**config.mk**
```make
export PLATFORM = sky130hd
export DESIGN_NAME = multicycle_control_unit
export DESIGN_NICKNAME = d
export VERILOG_FILES = /design/src/rtl/cpu_ctrl_pkg.sv /design/src/rtl/multicycle_control_unit_alu_op_decode.sv /design/src/rtl/multicycle_control_unit.sv
export SDC_FILE = /design/constraint.sdc
export NUM_CORES = 1
export LEC_CHECK = 0
export BUFFER_PORTS_ARGS = -buffer_cell sky130_fd_sc_hd__buf_2
export CAP_MARGIN = 20
export CORE_MARGIN = 2
export CORE_UTILIZATION = 54
export DETAILED_ROUTE_END_ITERATION = 16
export PLACE_DENSITY_LB_ADDON = 0.1
export SYNTH_ARGS = -nofsm -noshare
export SYNTH_HDL_FRONTEND = slang
export SYNTH_SLANG_ARGS = --single-unit
```
**constraint.sdc**
```tcl
create_clock -name clk -period 5.7 [get_ports clk]
set_input_delay 1.14 -clock clk [delete_from_list [all_inputs] [get_ports clk]]
set_output_delay 1.14 -clock clk [all_outputs]
set_load 0.01 [all_outputs]
```
**src/rtl/cpu_ctrl_pkg.sv**
```systemverilog
// rtl/cpu_ctrl_pkg.sv - opcode/funct constants, ALU codes, mux encodings and FSM states
package cpu_ctrl_pkg;

  localparam logic [5:0] OP_RTYPE = 6'b000000;
  localparam logic [5:0] OP_ADDI  = 6'b001000;
  localparam logic [5:0] OP_SLTI  = 6'b001010;
  localparam logic [5:0] OP_ANDI  = 6'b001100;
  localparam logic [5:0] OP_ORI   = 6'b001101;
  localparam logic [5:0] OP_XORI  = 6'b001110;
  localparam logic [5:0] OP_LW    = 6'b100011;
  localparam logic [5:0] OP_SW    = 6'b101011;
  localparam logic [5:0] OP_BEQ   = 6'b000100;
  localparam logic [5:0] OP_BNE   = 6'b000101;
  localparam logic [5:0] OP_J     = 6'b000010;

  localparam logic [5:0] FN_ADD = 6'b100000;
  localparam logic [5:0] FN_SUB = 6'b100010;
  localparam logic [5:0] FN_AND = 6'b100100;
  localparam logic [5:0] FN_OR  = 6'b100101;
  localparam logic [5:0] FN_XOR = 6'b100110;
  localparam logic [5:0] FN_SLT = 6'b101010;

  localparam logic [2:0] ALU_AND = 3'b000;
  localparam logic [2:0] ALU_OR  = 3'b001;
  localparam logic [2:0] ALU_ADD = 3'b010;
  localparam logic [2:0] ALU_XOR = 3'b011;
  localparam logic [2:0] ALU_SUB = 3'b110;
  localparam logic [2:0] ALU_SLT = 3'b111;

  localparam logic [1:0] SRC_B_REG  = 2'b00;
  localparam logic [1:0] SRC_B_FOUR = 2'b01;
  localparam logic [1:0] SRC_B_SEXT = 2'b10;
  localparam logic [1:0] SRC_B_ZEXT = 2'b11;

  localparam logic [1:0] PC_SRC_ALU  = 2'b00;
  localparam logic [1:0] PC_SRC_OUT  = 2'b01;
  localparam logic [1:0] PC_SRC_JUMP = 2'b10;

  typedef enum logic [3:0] {
    ST_FETCH    = 4'd0,
    ST_DECODE   = 4'd1,
    ST_EXEC_R   = 4'd2,
    ST_WB_R     = 4'd3,
    ST_EXEC_I   = 4'd4,
    ST_WB_I     = 4'd5,
    ST_MEM_ADDR = 4'd6,
    ST_MEM_RD   = 4'd7,
    ST_MEM_WB   = 4'd8,
    ST_MEM_WR   = 4'd9,
    ST_BRANCH   = 4'd10,
    ST_JUMP     = 4'd11,
    ST_FAULT    = 4'd12
  } state_t;

endpackage

```
**src/rtl/multicycle_control_unit_alu_op_decode.sv**
```systemverilog
// rtl/multicycle_control_unit_alu_op_decode.sv - op/funct to ALU op, immediate-extend kind and legality
module alu_op_decode
  import cpu_ctrl_pkg::*;
(
  input  logic [5:0] op,
  input  logic [5:0] funct,
  output logic [2:0] alu_op,
  output logic       imm_zext,
  output logic       legal
);

  always_comb begin
    alu_op   = ALU_ADD;
    imm_zext = 1'b0;
    legal    = 1'b1;
    case (op)
      OP_RTYPE: begin
        case (funct)
          FN_ADD:  alu_op = ALU_ADD;
          FN_SUB:  alu_op = ALU_SUB;
          FN_AND:  alu_op = ALU_AND;
          FN_OR:   alu_op = ALU_OR;
          FN_XOR:  alu_op = ALU_XOR;
          FN_SLT:  alu_op = ALU_SLT;
          default: legal  = 1'b0;
        endcase
      end
      OP_ADDI: alu_op = ALU_ADD;
      OP_SLTI: alu_op = ALU_SLT;
      OP_ANDI: begin alu_op = ALU_AND; imm_zext = 1'b1; end
      OP_ORI:  begin alu_op = ALU_OR;  imm_zext = 1'b1; end
      OP_XORI: begin alu_op = ALU_XOR; imm_zext = 1'b1; end
      OP_LW, OP_SW: alu_op = ALU_ADD;
      OP_BEQ, OP_BNE: alu_op = ALU_SUB;
      OP_J: alu_op = ALU_ADD;
      default: legal = 1'b0;
    endcase
  end

endmodule

```
**src/rtl/multicycle_control_unit.sv**
```systemverilog
// rtl/multicycle_control_unit.sv - multi-cycle MIPS-subset control FSM; PERF_CNT_EN adds instret counter
module multicycle_control_unit
  import cpu_ctrl_pkg::*;
#(
  parameter int ALU_OP_W    = 3,
  parameter int MEM_TIMEOUT = 15,
  parameter int STATE_W     = 4
) (
  input  logic                clk,
  input  logic                rst,
  input  logic [5:0]          op,
  input  logic [5:0]          funct,
  input  logic                zero,
  input  logic                mem_ready,
  output logic                pc_we,
  output logic                ir_we,
  output logic                reg_we,
  output logic                rdts,
  output logic                mem_to_reg,
  output logic                iord,
  output logic                alu_src_a,
  output logic [1:0]          alu_src_b,
  output logic [ALU_OP_W-1:0] alu_op,
  output logic [1:0]          pc_src,
  output logic                mem_re,
  output logic                mem_we,
  output logic                fault,
  output logic [STATE_W-1:0]  state
`ifdef PERF_CNT_EN
  ,
  output logic [31:0]         instret
`endif
);

  localparam int CNT_W = (MEM_TIMEOUT > 0) ? $clog2(MEM_TIMEOUT + 1) : 1;

  state_t           st, nxt;
  logic [CNT_W-1:0] tcnt;
  logic [2:0]       dec_alu_op, aop;
  logic             imm_zext, legal, is_wait, timeout;

  alu_op_decode u_dec (
    .op       (op),
    .funct    (funct),
    .alu_op   (dec_alu_op),
    .imm_zext (imm_zext),
    .legal    (legal)
  );

  assign is_wait = (st == ST_FETCH) || (st == ST_MEM_RD) || (st == ST_MEM_WR);
  // A ready arriving on the limit cycle still completes the access.
  assign timeout = (MEM_TIMEOUT > 0) && is_wait && !mem_ready && (tcnt == CNT_W'(MEM_TIMEOUT));

  always_comb begin
    nxt = st;
    case (st)
      ST_FETCH:    if (mem_ready) nxt = ST_DECODE; else if (timeout) nxt = ST_FAULT;
      ST_DECODE: begin
        if (!legal) nxt = ST_FAULT;
        else begin
          case (op)
            OP_RTYPE:       nxt = ST_EXEC_R;
            OP_LW, OP_SW:   nxt = ST_MEM_ADDR;
            OP_BEQ, OP_BNE: nxt = ST_BRANCH;
            OP_J:           nxt = ST_JUMP;
            default:        nxt = ST_EXEC_I;
          endcase
        end
      end
      ST_EXEC_R:   nxt = ST_WB_R;
      ST_EXEC_I:   nxt = ST_WB_I;
      ST_MEM_ADDR: nxt = (op == OP_LW) ? ST_MEM_RD : ST_MEM_WR;
      ST_MEM_RD:   if (mem_ready) nxt = ST_MEM_WB; else if (timeout) nxt = ST_FAULT;
      ST_MEM_WR:   if (mem_ready) nxt = ST_FETCH; else if (timeout) nxt = ST_FAULT;
      ST_WB_R, ST_WB_I, ST_MEM_WB, ST_BRANCH, ST_JUMP: nxt = ST_FETCH;
      ST_FAULT:    nxt = ST_FAULT;
      default:     nxt = ST_FAULT;
    endcase
  end

  // Counter restarts on every state change so each wait state gets a fresh budget.
  always_ff @(posedge clk or posedge rst) begin
    if (rst) begin
      st   <= ST_FETCH;
      tcnt <= '0;
    end else begin
      st <= nxt;
      if (nxt != st) tcnt <= '0;
      else if (is_wait && !mem_ready) tcnt <= tcnt + CNT_W'(1);
    end
  end

  always_comb begin
    pc_we      = 1'b0;
    ir_we      = 1'b0;
    reg_we     = 1'b0;
    rdts       = 1'b0;
    mem_to_reg = 1'b0;
    iord       = 1'b0;
    alu_src_a  = 1'b0;
    alu_src_b  = SRC_B_REG;
    aop        = ALU_ADD;
    pc_src     = PC_SRC_ALU;
    mem_re     = 1'b0;
    mem_we     = 1'b0;
    fault      = 1'b0;
    case (st)
      ST_FETCH: begin
        mem_re    = 1'b1;
        alu_src_b = SRC_B_FOUR;
        ir_we     = mem_ready;
        pc_we     = mem_ready;
      end
      ST_DECODE:   alu_src_b = SRC_B_SEXT;
      ST_EXEC_R:   begin alu_src_a = 1'b1; aop = dec_alu_op; end
      ST_WB_R:     begin reg_we = 1'b1; rdts = 1'b1; end
      ST_EXEC_I: begin
        alu_src_a = 1'b1;
        alu_src_b = imm_zext ? SRC_B_ZEXT : SRC_B_SEXT;
        aop       = dec_alu_op;
      end
      ST_WB_I:     reg_we = 1'b1;
      ST_MEM_ADDR: begin alu_src_a = 1'b1; alu_src_b = SRC_B_SEXT; end
      ST_MEM_RD:   begin mem_re = 1'b1; iord = 1'b1; end
      ST_MEM_WB:   begin reg_we = 1'b1; mem_to_reg = 1'b1; end
      ST_MEM_WR:   begin mem_we = 1'b1; iord = 1'b1; end
      ST_BRANCH: begin
        alu_src_a = 1'b1;
        aop       = ALU_SUB;
        pc_src    = PC_SRC_OUT;
        pc_we     = (op == OP_BNE) ? ~zero : zero;
      end
      ST_JUMP:     begin pc_src = PC_SRC_JUMP; pc_we = 1'b1; end
      ST_FAULT:    fault = 1'b1;
      default:     ;
    endcase
  end

  assign alu_op = ALU_OP_W'(aop);
  assign state  = STATE_W'(st);

`ifdef PERF_CNT_EN
  logic retire;
  assign retire = (nxt == ST_FETCH) &&
                  (st inside {ST_WB_R, ST_WB_I, ST_MEM_WB, ST_MEM_WR, ST_BRANCH, ST_JUMP});

  always_ff @(posedge clk or posedge rst) begin
    if (rst) instret <= '0;
    else if (retire) instret <= instret + 32'd1;
  end
`endif

endmodule

```
== After elaboration in Yosys (flattened, before gate mapping) ==
Cells that the tools add are included.

* Register bits after elaboration: 8
* Input bits: 16
* Output and inout bits: 21
* Word-level logic and storage cells: 84

* Add/subtract/negate cells: 1
* Equality and inequality tests: 30
* Muxes and demuxes: 30
* Bitwise logic cells: 1
* Reduce and logical (&&, ||, !) cells: 20

{| class="wikitable"
|+ Operators by type and width
! cell !! number
|-
| 6-bit equality test (second input constant) || 8
|-
| 4-bit two-way mux || 8
|-
| 4-bit case mux with 8 select lines || 1
|-
| 6-bit by 4-bit equality test with 1-bit output (second input constant) || 5
|-
| 4-bit equality test (second input constant) || 6
|-
| 3-bit case mux with 6 select lines || 1
|-
| 4-bit by 3-bit equality test with 1-bit output (second input constant) || 4
|-
| 4-bit case mux with 4 select lines || 1
|-
| 3-bit case mux with 5 select lines || 1
|-
| 1-bit two-way mux || 13
|-
| 6-bit by 3-bit equality test with 1-bit output (second input constant) || 2
|-
| 2-bit OR reduction || 6
|-
| 10-bit OR reduction || 1
|-
| 4-bit by 2-bit equality test with 1-bit output (second input constant) || 2
|-
| 6-bit by 2-bit equality test with 1-bit output (second input constant) || 1
|-
| 6-bit logical NOT || 1
|-
| 2-bit case mux with 3 select lines || 1
|-
| 3-bit case mux with 2 select lines || 1
|-
| 3-bit OR reduction || 2
|-
| 6-bit OR reduction || 1
|-
| 5-bit OR reduction || 1
|-
| 4-bit by 1-bit adder with 4-bit output (second input constant) || 1
|-
| 4-bit by 1-bit equality test with 1-bit output (second input constant) || 1
|-
| 4-bit logical NOT || 1
|-
| other kinds (10) || 12
|}

== Longest topological paths before layout ==
* Depth in word-level cells: 10
* Depth in mapped cells: 7
* Mapped depth without buffers: 6

== Modules after synthesis ==
From an unflattened synthesis, not the netlist that was laid out.

* Cell total of the unflattened synthesis: 147
* Area total of the unflattened synthesis: 1,097.3 um^2

{| class="wikitable"
|+ Modules (own cells, without submodules)
! module !! times used !! cells each !! area an instance (um^2) !! sequential area each (um^2)
|-
| multicycle_control_unit || 1 || 113 || 873.3 || 200.2
|-
| alu_op_decode || 1 || 34 || 224.0 || 0.0
|}

== Least setup slack after synthesis ==
Ideal clock, no wire load.

* Path kind: input-to-output
* Start point: in mem_ready
* End point: out fault
* Arrival: 2.387 ns
* Required time: 4.560 ns
* Setup slack: 2.173 ns
* Stages on the path: 6
* Path buffers: 1
* Path through: or3_1 > o22ai_1 > buf_2 > nor2b_1 > o221ai_2 > nor2_1

{| class="wikitable"
|+ RTL lines
! what !! RTL line !! RTL
|-
| start: declaration || multicycle_control_unit.sv:14 || <nowiki>input logic mem_ready,</nowiki>
|-
| end: declaration || multicycle_control_unit.sv:27 || <nowiki>output logic fault,</nowiki>
|}

==> out/qor.yml <==
status: "completed"
post-route-min-period_ps: 3760
insertion_delay_ps: 260
worstPathCellList: "buf_2 > or3_1 > o22ai_1 > buf_4 > nor2b_1 > o221ai_2 > nor2_1 > buf_2"
holdPathStages: 2
clockBufferDepth: 2
cap_viol_max_count: 0
hold_viol: 0
rsz0062_at_grt: "no"
synth.avg_cell_area_um2: 6.99
crit_path_max_incr_delay_ps: 330
yosysSeqAreaShare_pct: 18.6
cts_root_buf: "clkbuf_4"
vias: 1256
setup_tns_ps: 0
core-area_mm2: 0.00192
netlist_area_mm2: 0.00108
ant_nets: 0
powerDensity_mw_per_mm2: 349
crit_arrival_ps: 2620
cts-htree-levels: 1
synth_nets: 171
overflow: 0
crit_path_start_kind: "input pin"
grt_antenna_before_repair: 0
diodes: 0
slew_viol_final: 0
fin_skew_ps: 4.71
setup_viol: 0
switching_share_pct: 51.0
worstRegToRegCells: 6
regToRegSetupSlack_ps: 3280
fin_crit_sh_pct: 66.0
ys_ff_latch: 8
worstPathMaxFanout: 11
synth_top_cell_area_share_pct: 18.6
dieArea_mm2: 0.00237
fin_nets: 200
post_cts_buffers: 0
relSlewSlack_pct: 51.6
rr_endpoint: "tcnt[3]"
crit_type: "input pin to output pin"
comb_power_share_pct: 60.0
leakagePower_nw: 0.582
fin_area_mm2: 0.00126
drt_wl_total_mm: 2.62
clkPwrFrac_pct: 9.6
end_kind: "output pin"
viasPerCell: 6.04
yosys.area.top_type: "dfrtp_1"
port_buffers: 36
syn-instance-count: 154
met1_length_mm: 1.13
std_cell_rows: 16
min_from: "tcnt[2]"
seqPwrFrac_pct: 30.5
dr_wl_met2_mm: 1.28
tightest_slew_ps: 726
rr_startpoint: "state[0]"
synth.top_cells.by_area: "dfrtp_1 19%, nor2_1 6.6%, o21ai_0 6.5%"
top_layer: "met4"
peakVddDrop_uv: 207
dp_hpwl_mm: 1.98
ctsResizeCount: 0
start_util_pct: 56.0
drive_above_1_share_pct: 26.5
path_clk_slew_ps: 50
fp.dieW_um: 48.6
grt_usage_pct: 24.1
area_growth_pct: 17.3
gp_congestion: 0.874
grt_first_pass_wirelength_mm: 4.68
drt-wirelength-per-cell_um: 12.6
p_sw_uw: 225
crit_start: "mem_ready"
timing.critical_path.mode_cell: "buf_2"
pin_count: 37
grt_pass1_vias: 1108
synth.distinct_cells: 50
dp.cells: 205
drt-initial-drc-count: 33
wl_met3_um: 169
firstDrtPassIters: 4
drc: 0
die_h_um: 48.6
hold_buffers: 0
synth_warnings: 0
worst_hold_path_type: "register to register"
fmax_mhz: 266
grt_max_degree: 24
cts_tree: "built"
hold_end: "tcnt[2]"
instances_no_fill: 208
clock_sinks: 8
cp.required_ps: 4560
power.internal_uw: 216
placed_cell_area_mm2: 0.00124
cp_slowest_cell: "or3_1"
cts_buffers: 3
## state kept, by name, indices dropped and copies added, names as in the netlist
name   count
tcnt       4
state      4
## synth_stat cells (all sizes together)
master and instances:
mux2i 2, buf 6, o221ai 1, o31ai 1
nand2b 6, or4 1, o21a 2, nor3 11
nand3b 1, nor2b 4, a21bo 1, nor2 19
nand4 4, nand4b 2, nand3 3, o211a 1
a31oi 2, nand2 10, a22oi 1, a311oi 1
o311ai 1, ha 1, nor3b 2, clkbuf 7
o2111ai 1, or3 5, a21boi 1, a21o 1
and2 1, a211oi 1, o2111a 1, xor2 5
o21bai 2, dfrtp 8, o211ai 2, o21ai 15
o41ai 1, xnor2 3, or2 1, o21ba 1
o22ai 1, and3 1, a2111oi 1, inv 4
a21oi 8
## final cells by class
cell class / count / area [um^2]
well taps: 27 / 33.8
repair buffers: 37 / 188
inverters: 4 / 15.0
flip-flops and latches: 8 / 200
fillers: 198 / 659
clock buffers: 3 / 22.5
multi-input cells: 129 / 803
## worst max-delay path by stage
stage             to  cells after the start
6_report       fault                      8
5_1_grt        fault                      7
4_1_cts        fault                      8
3_5_place_dp   fault                      8
3_3_place_gp   fault                      8
2_1_floorplan  fault                      6
## cells by family (layout without fill, tap and decap cells)
logic type / Yosys count / count (layout) / synth area share [%]
AND/OR/NAND/NOR: 71 / 71 / 35.3
AO/OA/AOI/OAI: 47 / 47 / 29.8
buffers and inverters: 17 / 44 / 6.74
XOR/XNOR: 8 / 8 / 6.51
flip-flops: 8 / 8 / 18.6
multiplexers: 2 / 2 / 1.86
adder cells (fa/ha/maj): 1 / 1 / 1.16
## layout by cell type, fill, tap and decap left out, types with 2 or more instances in the layout
cell type,n
a21oi_1,8
a31oi_1,2
buf_2,36
clkbuf_4,3
dfrtp_1,8
inv_1,4
mux2i_1,2
nand2_1,10
nand2b_1,5
nand3_1,3
nand4_1,4
nand4b_1,2
nor2_1,19
nor2b_1,4
nor3_1,11
nor3b_1,2
o211ai_1,2
o21a_1,2
o21ai_0,14
o21bai_1,2
or3_1,4
xnor2_1,3
xor2_1,5
## power groups by stage
stage | Combinational, mW | Clock, mW | Sequential, mW
5_1_grt | 0.296 | 0.0469 | 0.141
6_report | 0.264 | 0.0421 | 0.134
3_3_place_gp | 0.260 | 0 | 0.131
2_1_floorplan | 0.225 | 0 | 0.0911
4_1_cts | 0.265 | 0.0434 | 0.133
3_5_place_dp | 0.264 | 0 | 0.134
## stage by stage
| stage | power, mW | utilization [%] | setup slack (ps) | hold slack (ps) |
|---|---|---|---|---|
| 3_3_place_gp | 0.391 | 64.5 | 2010 | 578 |
| 4_1_cts | 0.442 | 65.7 | 1940 | 578 |
| 5_1_grt | 0.484 | 65.7 | 1830 | 655 |
| 3_5_place_dp | 0.398 | 64.5 | 1950 | 564 |
| 6_report | 0.441 | 65.7 | 1940 | 577 |
| 2_1_floorplan | 0.316 | - | 2170 | 533 |
## critical path, delay by kind of cell
family	cells	cell delay [ps]
AO/OA/AOI/OAI	2	310
AND/OR/NAND/NOR	3	690
buffers and inverters	3	470
## metal layers
metal,vias up,GRT usage [%]
li1,615,-
met1,571,30.6
met3,6,4.63
met4,0,6.19
met5,-,0
met2,64,41.8
(Power assumes the default switching activity.)
